<file path="src/rtl/duck_pkg.sv">
// Shared constants, game-phase encodings and a saturating-add helper for the shot tracker.
package duck_pkg;

  parameter int unsigned SHOTS_PER_BIRD = 3;
  parameter int unsigned BIRDS_PER_GAME = 10;
  parameter int unsigned POINTS_PER_HIT = 500;

  typedef enum logic [1:0] {
    ST_START = 2'b00,
    ST_PREP  = 2'b01,
    ST_PLAY  = 2'b10,
    ST_DONE  = 2'b11
  } phase_e;

  function automatic logic [15:0] sat_add16(input logic [15:0] a, input logic [15:0] b);
    logic [16:0] sum;
    sum = {1'b0, a} + {1'b0, b};
    return sum[16] ? 16'hFFFF : sum[15:0];
  endfunction

endpackage

</file>
<file path="src/rtl/edge_detect.sv">
// Rising-edge detector. History resets high so a level held through reset is not an edge.
module edge_detect (
  input  logic clk_i,
  input  logic rst_ni,
  input  logic d_i,
  output logic rise_o
);

  logic prev_q;

  always_ff @(posedge clk_i or negedge rst_ni) begin
    if (!rst_ni) begin
      prev_q <= 1'b1;
    end else begin
      prev_q <= d_i;
    end
  end

  assign rise_o = d_i & ~prev_q;

endmodule

</file>
<file path="src/rtl/shot_tracker.sv">
// Per-bird shot, hit and score bookkeeping for the duck-hunt game controller.
// Optional: define FIRST_SHOT_BONUS_EN to double the points for a first-shot hit.
module shot_tracker
  import duck_pkg::*;
(
  input  logic        Clk,
  input  logic        Reset_n,
  input  logic        trigger,
  input  logic        hit,
  input  logic [1:0]  state,
  input  logic        reset_shots,
  input  logic        reset_score,
  input  logic        reset_birds,
  output logic        no_shots_left,
  output logic        bird_shot,
  output logic        game_over,
  output logic [1:0]  shots_left,
  output logic [3:0]  birds_done,
  output logic [15:0] score,
  output logic [9:0]  hits_mask
);

  localparam logic [1:0] ShotsInit = 2'(SHOTS_PER_BIRD);
  localparam logic [3:0] BirdsMax  = 4'(BIRDS_PER_GAME);
  localparam logic [15:0] Points   = 16'(POINTS_PER_HIT);

  logic [1:0]  shots_q, shots_d;
  logic        bird_shot_q, bird_shot_d;
  logic [3:0]  birds_q, birds_d;
  logic [15:0] score_q, score_d;
  logic [9:0]  mask_q, mask_d;

  logic        trig_rise;
  logic        in_play;
  logic        any_clear;
  logic        shot;
  logic [15:0] pts;

  edge_detect u_trig_edge (
    .clk_i  (Clk),
    .rst_ni (Reset_n),
    .d_i    (trigger),
    .rise_o (trig_rise)
  );

  assign in_play   = (state == ST_PLAY);
  assign any_clear = reset_shots | reset_score | reset_birds;
  // A clear in the same cycle wins; the edge is dropped, not queued.
  assign shot = trig_rise & in_play & (shots_q != 2'd0) & ~bird_shot_q & ~any_clear;

`ifdef FIRST_SHOT_BONUS_EN
  assign pts = (shots_q == ShotsInit) ? 16'(2 * POINTS_PER_HIT) : Points;
`else
  assign pts = Points;
`endif

  always_comb begin
    shots_d     = shots_q;
    bird_shot_d = bird_shot_q;
    birds_d     = birds_q;
    score_d     = score_q;
    mask_d      = mask_q;

    if (reset_shots) begin
      shots_d     = ShotsInit;
      bird_shot_d = 1'b0;
      if (in_play && (birds_q < BirdsMax)) begin
        birds_d = birds_q + 4'd1;
        if (bird_shot_q) begin
          mask_d = mask_q | (10'd1 << birds_q);
        end
      end
    end else if (shot) begin
      shots_d = shots_q - 2'd1;
      if (hit) begin
        bird_shot_d = 1'b1;
        score_d     = sat_add16(score_q, pts);
      end
    end

    if (reset_score) begin
      score_d = 16'd0;
    end
    if (reset_birds) begin
      birds_d = 4'd0;
      mask_d  = 10'd0;
    end
  end

  always_ff @(posedge Clk or negedge Reset_n) begin
    if (!Reset_n) begin
      shots_q     <= ShotsInit;
      bird_shot_q <= 1'b0;
      birds_q     <= 4'd0;
      score_q     <= 16'd0;
      mask_q      <= 10'd0;
    end else begin
      shots_q     <= shots_d;
      bird_shot_q <= bird_shot_d;
      birds_q     <= birds_d;
      score_q     <= score_d;
      mask_q      <= mask_d;
    end
  end

  assign shots_left    = shots_q;
  assign bird_shot     = bird_shot_q;
  assign birds_done    = birds_q;
  assign score         = score_q;
  assign hits_mask     = mask_q;
  assign no_shots_left = (shots_q == 2'd0) & ~bird_shot_q;
  assign game_over     = (birds_q >= 4'd9);

endmodule

</file>
<file path="config.mk">
export PLATFORM = sky130hd
export DESIGN_NAME = shot_tracker
export DESIGN_NICKNAME = d
export VERILOG_FILES = /design/src/rtl/duck_pkg.sv /design/src/rtl/edge_detect.sv /design/src/rtl/shot_tracker.sv
export SDC_FILE = /design/constraint.sdc
export NUM_CORES = 1
export LEC_CHECK = 0
export CORE_UTILIZATION = 50
export CTS_BUF_LIST = sky130_fd_sc_hd__clkbuf_2
export DETAILED_ROUTE_END_ITERATION = 8
export GPL_ROUTABILITY_DRIVEN = 0
export PLACE_DENSITY = 0.83
export SLEW_MARGIN = 30
export SYNTH_ARGS = -nofsm -noshare
export SYNTH_HDL_FRONTEND = slang
export SYNTH_SLANG_ARGS = --single-unit
</file>
<file path="constraint.sdc">
create_clock -name Clk -period 2.19 [get_ports Clk]
set_input_delay 0.438 -clock Clk [delete_from_list [all_inputs] [get_ports Clk]]
set_output_delay 0.438 -clock Clk [all_outputs]
set_load 0.01 [all_outputs]
</file>
==> results_dict.tcl, run 1 <==
set metrics [dict create \
    ys_top_cells_by_count "dfrtp_1, nor2_1, inv_1" \
    fin_cells 265 \
    leakagePower_nw 1.02 \
    status "finished clean" \
    dieArea_sq_mm 0.00360 \
    numPortBuffers 43 \
    path_class "register to register" \
    fin_skew_ns 0.0143 \
    slew-limit-headroom 0.731 \
    die_w_microns 60.0 \
    synth_seq_cells 33 \
    finalHoldViolations 0 \
    cp-end-kind "register" \
    grt_pass1_vias 1573 \
    vias 1552 \
    wl_microns 4230 \
    grt.overflow.total 0 \
    period_minus_slack_ns 2.16 \
    cts.clk_slew.worst_paths_ns 0.18 \
    synth_flop_cell "dfrtp_1" \
    core_area_sq_mm 0.00313 \
    cts_tree "yes" \
    fin_crit_sh 0.986 \
    clk_latency_ns 0.39 \
    diodes 0 \
    grt_pass1_wl_microns 6870 \
    dpl_cell_area_sq_mm 0.00221 \
    drc 0 \
    antenna_found_initial 0 \
    synth_top_family_by_area "simple AND/OR/NAND/NOR gates" \
    dp_hpwl_microns 2860 \
    async_flop_share 1.00 \
    regArea_sq_um 830 \
    viasPerCell 5.86 \
    final-setup-viol-count 0 \
    hp-class "input port to asynchronous set/reset pin" \
    power_per_cell_area_mw_per_mm2 438 \
    row_count 20 \
    io_pins 44 \
    synth_top_cell_area_share 0.446 \
    worstMarginPinSlew_ns 0.398 \
    critPathMaxFanout 6 \
    synth_compound_area_frac 0.185 \
    drt-wirelength-per-cell_microns 15.9 \
    fmax_mhz 463 \
    avgSynthCellArea_sq_um 10.2 \
    die_y_microns 60.0 \
    netlist_instances 165 \
    startpoint_type "register" \
    dp.cells 254 \
    htreeDepth 2 \
    nNetsFinal 237 \
    drt_iter0_drc 103 \
    maxCapViolations 0 \
    ys_types 35 \
    synth_area_sq_mm 0.00168 \
    synth.yosys.seq_area_share 0.493 \
    yosysWarnings 0 \
    ir_worst_vdd_v 0.000329 \
    cts_made_buffers 5 \
    clock_path_buffers 2 \
    multi_input_area_sq_um 798 \
    start_util 0.538 \
    synth_nets 182 \
    syn_to_final_growth_pct 37.0 \
    cts.sinks 33 \
    hold_buffers 0 \
    synth.most_common_cell "dfrtp_1" \
    synth_xor_area_frac 0.0156 \
    grt_max_degree 34 \
    cp_data_required_time_ns 2.52 \
    synth-simple-area-share 0.189 \
    synth_fa_ha_area_frac 0.0595 \
    yosys.area.top_type "dfrtp_1" \
    grt_setup_unrepaired "no" \
    synth_edf_count 0 \
    layout-drive-gt1-share 0.154 \
    muxShareOfSynthArea 0.00595 \
    design_area_sq_mm 0.00231 \
    drt_pre_antenna_iters 4 \
    cts.root.buffer_cell "clkbuf_2" \
    slew_viol_final 0 \
    fill_cells 234 \
    yosys-top-cells-area "dfrtp_1, ha_1, dfstp_2" \
    ant_nets 0 \
    arrival_ns 2.49 \
    gr-usage-all-layers 0.261 \
]
-- metrics by stage --
| stage | power, mW | TNS, ns | utilization | worst slack (ns) | hold WS [ns] |
|---|---|---|---|---|---|
| global route | 1.04 | 0 | 0.737 | 0.00163 | 0.463 |
| detailed placement | 0.720 | -0.773 | 0.707 | -0.109 | 0.490 |
| global placement | 0.718 | -0.155 | 0.707 | -0.0457 | 0.484 |
| finish | 1.01 | 0 | 0.737 | 0.0317 | 0.424 |
| floorplan | 0.663 | 0 | - | 0.139 | 0.142 |
| CTS | 1.01 | -0.00666 | 0.724 | -0.00445 | 0.432 |
-- final cells by class --
class                      count  area share
multi-input combinational    111       0.346
sequential                    33       0.360
tap                           44      0.0239
clock buffer                   7      0.0152
clock inverter                 1     0.00163
timing repair buffer          58       0.235
inverter                      11      0.0179
-- cell usage in the layout, fill, tap and decap left out, types with 2 or more instances in the layout --
cell             Yosys  layout
a41oi_1              3       3
buf_4                2      13
or3_1                7       6
or4_1                4       3
a31oi_1              4       4
o311ai_0             7       5
ha_1                 8       7
a211o_1              2       2
inv_2                0       2
inv_1               11       9
xnor2_1              3       3
clkbuf_2             0       7
nand3_1              9       9
o311ai_1             0       2
a21oi_1              5       5
nand2_1              5       5
dfrtp_1             30      30
nor2b_1              3       2
dfstp_2              3       3
nor2_1              18      18
nand4_1              2       2
and3_1               3       3
o21ai_0              5       5
o211ai_1            10      10
o311a_1              2       2
clkdlybuf4s50_1      0      41
-- worst paths after layout --
check / startpoint / to / slack (ns) / cells past startpoint
setup / recovery: shots_left[1]$_DFFE_PN1P_ / score[10]$_DFFE_PN0P_ / 0.03 / 7
hold / removal: Reset_n / hits_mask[3]$_DFFE_PN0P_ / 0.42 / 2
setup reg to reg: shots_left[1]$_DFFE_PN1P_ / score[10]$_DFFE_PN0P_ / 0.03 / 7
hold reg to reg: hits_mask[0]$_DFFE_PN0P_ / hits_mask[0]$_DFFE_PN0P_ / 0.52 / 2
max in group asynchronous: Reset_n / u_trig_edge.prev_q$_DFF_PN1_ / 1.42 / 2
min in group Clk: hits_mask[0]$_DFFE_PN0P_ / hits_mask[0]$_DFFE_PN0P_ / 0.52 / 2
-- routing by layer --
metal | global-route usage | part of all wire | routed length (microns) | vias to the layer above
met2 | 0.421 | 0.50 | 2120 | 64
met1 | 0.318 | 0.41 | 1750 | 758
li1 | - | - | - | 719
met4 | 0.176 | 0.022 | 93 | 0
met3 | 0.0476 | 0.061 | 259 | 11
met5 | 0 | 0 | 0 | -
-- power breakdown --
part	switching, mW	internal [mW]
clock	0.212	0.0854
sequential	0.00411	0.615
combinational	0.0521	0.0410
total	0.268	0.742
-- critical path, cell delays in order, from the launching register on --
cell and delay [ns]:
dfstp_2 0.59, inv_2 0.05, ha_4 0.16, nor4_4 0.32, nand4_1 0.21, buf_6 0.19, or4_4 0.47, nand3_1 0.10
-- flip-flops by register name (all words and copies together) (netlist names) --
| register | count |
|---|---|
| score | 15 |
| hits_mask | 10 |
| birds_done | 4 |
| shots_left | 2 |
| bird_shot | 1 |
| u_trig_edge.prev_q | 1 |
-- what timing repair did --
item	in CTS	in global routing
buffers inserted	0	2
resized for setup	5	9
setup endpoints to repair	12	6
cloned	0	1
pin swaps	0	4
-- cell families (layout without fill, tap and decap cells) --
| logic type | after synthesis | count (layout) |
|---|---|---|
| buffers and inverters | 21 | 77 |
| AO/OA/AOI/OAI | 43 | 43 |
| XOR/XNOR | 3 | 3 |
| flip-flops | 33 | 33 |
| multiplexers | 1 | 1 |
| AND/OR/NAND/NOR | 56 | 56 |
| adder cells (fa/ha/maj) | 8 | 8 |
Power figures use the tool's default switching activity.
==> inputs of run 2 (changes only) <==
Settings changed: SKIP_LAST_GASP set to 1.
Clock period 2.19 ns to 2.3 ns, I/O delays scaled along.
==> results_dict.tcl, run 2 (synthesis results as in run 1) <==
set metrics [dict create \
    status "finished clean" \
    clock_power_share 0.284 \
    p_sw_uw 254 \
    layout-drive-gt1-share 0.111 \
    power_per_cell_area_mw_per_mm2 421 \
    fin_cells 260 \
    viasPerCell 5.98 \
    grt_max_degree 34 \
    final-setup-viol-count 0 \
    seqPwrFrac 0.625 \
    slew-limit-headroom 0.720 \
    startpoint_type "register" \
    dieArea_sq_mm 0.00360 \
    drt-wirelength-per-cell_microns 15.8 \
    row_count 20 \
    numPortBuffers 43 \
    antenna_found_initial 0 \
    cts.clk_slew.worst_paths_ns 0.17 \
    io_pins 44 \
    cts_setup_buffers 0 \
    finalWorstSetupSlack_ns 0.106 \
    cts_made_buffers 5 \
    grt_pass1_vias 1481 \
    gr-usage-all-layers 0.256 \
    cp-end-kind "primary output" \
    wl_microns 4110 \
    clk_latency_ns 0.39 \
    finalHoldViolations 0 \
    drc 0 \
    hp-class "input port to asynchronous set/reset pin" \
    cts.root.buffer_cell "clkbuf_2" \
    switching_share 0.269 \
    diodes 0 \
    leakagePower_nw 0.999 \
    die_y_microns 60.0 \
    drt_iter0_drc 75 \
    cp_data_required_time_ns 1.84 \
    critPathMaxFanout 3 \
    dp_hpwl_microns 2930 \
    arrival_ns 1.73 \
    p_comb_frac 0.091 \
    start_util 0.538 \
    fmax_mhz 456 \
    maxCapViolations 0 \
    core_area_sq_mm 0.00313 \
    worstMarginPinSlew_ns 0.420 \
    cts.sinks 33 \
    grt_pass1_wl_microns 6710 \
    ir_worst_vdd_v 0.000276 \
    syn_to_final_growth_pct 33.1 \
    fin_skew_ns 0.0165 \
    fin_crit_sh 0.954 \
    path_class "register to primary output" \
    hold_ws_ns 0.441 \
    clock_path_buffers 2 \
    internal_power_uw 689 \
    ant_nets 0 \
    final_cell_mix "clkdlybuf4s50_1, dfrtp_1, nor2_1" \
    nNetsFinal 232 \
    vias 1554 \
    slew_viol_final 0 \
    grt.overflow.total 0 \
    drt_pre_antenna_iters 4 \
    fin_util 0.716 \
    period_minus_slack_ns 2.19 \
    largest_reg_flops 15 \
    cts_tree "yes" \
    htreeDepth 2 \
    finalPower_uw 943 \
    die_w_microns 60.0 \
    fill_cells 241 \
    dp.cells 252 \
    pre_cts_ws_ns -0.0217 \
    final_common_cell "clkdlybuf4s50_1" \
    grt_setup_unrepaired "no" \
]
==> run 2: cell count changes in the layout (fill, tap and decap cells not counted), sizes merged <==
cell / previous run / this run
buf: 15 / 10
clkbuf: 7 / 5
clkinv: 1 / 3
clkdlybuf4s15: 1 / 0
dlygate4sd2: 1 / 2
==> run 2: final cells by class <==
cell class | count | area, sq um | share of cell area
Clock buffer | 5 | 25.0 | 0.0112
Tap cell | 44 | 55.1 | 0.0246
Clock inverter | 3 | 12.5 | 0.00559
Timing Repair Buffer | 53 | 503 | 0.225
Multi-Input combinational cell | 111 | 773 | 0.345
Sequential cell | 33 | 830 | 0.370
Inverter | 11 | 41.3 | 0.0184
==> run 2: worst paths after layout <==
path | start | end | slack, ns | cells past startpoint
min in group Clk | hits_mask[1]$_DFFE_PN0P_ | hits_mask[1]$_DFFE_PN0P_ | 0.53 | 2
worst min-delay path | Reset_n | score[9]$_DFFE_PN0P_ | 0.44 | 2
worst max-delay path | birds_done[0]$_DFFE_PN0P_ | game_over | 0.11 | 5
worst min register to register | hits_mask[1]$_DFFE_PN0P_ | hits_mask[1]$_DFFE_PN0P_ | 0.53 | 2
worst max register to register | shots_left[0]$_DFFE_PN1P_ | score[13]$_DFFE_PN0P_ | 0.12 | 5
max in group asynchronous | Reset_n | shots_left[1]$_DFFE_PN1P_ | 1.50 | 2
==> run 2: timing repair <==
action / 4_1_cts / 5_1_grt
resized for setup: 3 / 3
hold buffers: 0 / 0
endpoints found under the setup margin: 2 / 3
==> run 2: worst max-delay path, cell delays in order (launching register included) <==
cell	delay [ns]
dfrtp_1	0.42
inv_1	0.11
ha_1	0.19
nor2b_2	0.23
a21boi_0	0.11
dlygate4sd2_1	0.29
==> run 2: power groups by stage <==
| stage | sequential, mW | clock (mW) | combinational, mW |
|---|---|---|---|
| CTS | 0.589 | 0.268 | 0.0860 |
| floorplan | 0.602 | 0 | 0.0289 |
| global placement | 0.599 | 0 | 0.0829 |
| detailed placement | 0.600 | 0 | 0.0848 |
| global route | 0.590 | 0.289 | 0.0942 |
| finish | 0.589 | 0.267 | 0.0861 |
==> run 2: routing by layer <==
metal / share of wire / vias to the layer above / wire length (microns) / global-route usage
met5: 0 / - / 0 / 0
met4: 0.028 / 0 / 115 / 0.146
met3: 0.064 / 14 / 262 / 0.0801
met2: 0.49 / 69 / 2020 / 0.408
met1: 0.42 / 760 / 1710 / 0.305
li1: - / 711 / - / -
==> run 2: stage by stage <==
| stage | TNS, ns | area [sq um] |
|---|---|---|
| after global routing | 0 | 2240 |
| final | 0 | 2240 |
| after global placement | 0 | 2200 |
| after floorplan | 0 | 1680 |
| after detailed placement | -0.0306 | 2200 |
| after CTS | 0 | 2230 |
==> inputs of run 3 (changes only) <==
Settings changed: CELL_PAD_IN_SITES_DETAIL_PLACEMENT set to 0, CELL_PAD_IN_SITES_GLOBAL_PLACEMENT set to 1, CORE_UTILIZATION 50 to 38.
==> results_dict.tcl, run 3 (synthesis results as in run 1) <==
set metrics [dict create \
    io_pins 44 \
    cts_setup_buffers 0 \
    grt_setup_unrepaired "no" \
    clock_path_buffers 2 \
    ant_nets 0 \
    die_y_microns 68.5 \
    drt_iter0_drc 100 \
    drt_pre_antenna_iters 4 \
    die_w_microns 68.5 \
    finalHoldViolations 0 \
    slew_viol_final 0 \
    hold_buffers 0 \
    power_per_cell_area_mw_per_mm2 429 \
    syn_to_final_growth_pct 34.9 \
    slew-limit-headroom 0.710 \
    htreeDepth 2 \
    startpoint_type "register" \
    dieArea_sq_mm 0.00470 \
    cts_made_buffers 5 \
    arrival_ns 2.42 \
    gr-usage-all-layers 0.212 \
    cts.sinks 33 \
    fin_crit_sh 0.937 \
    clk_latency_ns 0.39 \
    cts.clk_slew.worst_paths_ns 0.19 \
    grt.overflow.total 0 \
    core_area_sq_mm 0.00412 \
    fmax_mhz 464 \
    maxCapViolations 0 \
    leakagePower_nw 1.01 \
    cts_tree "yes" \
    grt_max_degree 34 \
    drc 0 \
    status "finished clean" \
    vias 1520 \
    grt_pass1_wl_microns 7170 \
    viasPerCell 5.67 \
    cp_data_required_time_ns 2.56 \
    worstMarginPinSlew_ns 0.434 \
    period_minus_slack_ns 2.15 \
    finalPower_uw 974 \
    numPortBuffers 43 \
    start_util 0.409 \
    critPathMaxFanout 3 \
    grt_pass1_vias 1503 \
    drt-wirelength-per-cell_microns 16.5 \
    diodes 0 \
    cts.root.buffer_cell "clkbuf_2" \
    layout-drive-gt1-share 0.124 \
    hp-class "input port to asynchronous set/reset pin" \
    largest_reg_flops 15 \
    finalSetupTns_ns 0 \
    fin_skew_ns 0.0313 \
    row_count 23 \
    wl_microns 4430 \
    final_cell_mix "clkdlybuf4s50_1, dfrtp_1, nor2_1" \
    path_class "register to register" \
    antenna_found_initial 0 \
    dp_hpwl_microns 3070 \
    final-setup-viol-count 0 \
    ir_worst_vdd_v 0.000244 \
    nNetsFinal 234 \
    cp-end-kind "register" \
    final_common_cell "clkdlybuf4s50_1" \
]
-- run 3: final cells by class --
type                       instances  area [sq um]
sequential                        33           830
inverter                          11          41.3
multi-input combinational        111           779
clock buffer                       8          40.0
tap                               50          62.6
fill                             378          1840
timing repair buffer              55           518
-- run 3: metal layers --
layer / up-vias / wire length (microns) / GRT usage
li1: 712 / - / -
met1: 755 / 1890 / 0.252
met2: 49 / 2260 / 0.360
met3: 4 / 243 / 0.0559
met4: 0 / 36 / 0.0859
met5: - / 0 / 0
-- run 3: worst paths after layout --
check,startpoint,endpoint,slack (ns),depth (start not counted)
setup / recovery,shots_left[0]$_DFFE_PN1P_,score[11]$_DFFE_PN0P_,0.15,5
hold / removal,Reset_n,score[8]$_DFFE_PN0P_,0.44,2
setup reg to reg,shots_left[0]$_DFFE_PN1P_,score[11]$_DFFE_PN0P_,0.15,5
hold reg to reg,hits_mask[6]$_DFFE_PN0P_,hits_mask[6]$_DFFE_PN0P_,0.53,2
max in group asynchronous,Reset_n,shots_left[0]$_DFFE_PN1P_,1.48,2
min in group Clk,hits_mask[6]$_DFFE_PN0P_,hits_mask[6]$_DFFE_PN0P_,0.53,2
-- run 3: what timing repair did --
action,in CTS,in global routing
gates resized for setup,2,2
gates cloned,0,0
setup endpoints to repair,2,8
-- run 3: report_power, final --
| group | internal [mW] | total, mW | switching, mW | leakage (nW) |
|---|---|---|---|---|
| Combinational | 0.0396 | 0.0900 | 0.0504 | 0.530 |
| Clock | 0.0897 | 0.294 | 0.205 | 0.0332 |
| Sequential | 0.586 | 0.590 | 0.00375 | 0.450 |
| Total | 0.715 | 0.974 | 0.259 | 1.01 |
-- run 3: through the flow --
stage          worst slack [ns]  cells  hold slack, ns  utilization  instance area (sq um)
2_1_floorplan             0.249    165           0.164            -                   1680
3_3_place_gp           -0.00562    260           0.482        0.539                   2220
3_5_place_dp            -0.0625    260           0.486        0.539                   2220
4_1_cts                   0.116    268           0.456        0.548                   2260
5_1_grt                  0.0109    268           0.472        0.552                   2270
6_report                  0.145    268           0.439        0.552                   2270
-- run 3: worst max-delay path, stage by stage, from the launching register on --
cell,delay (ns)
dfstp_2,0.56
inv_1,0.05
ha_1,0.25
or4b_2,0.67
o311ai_0,0.33
o311ai_0,0.19
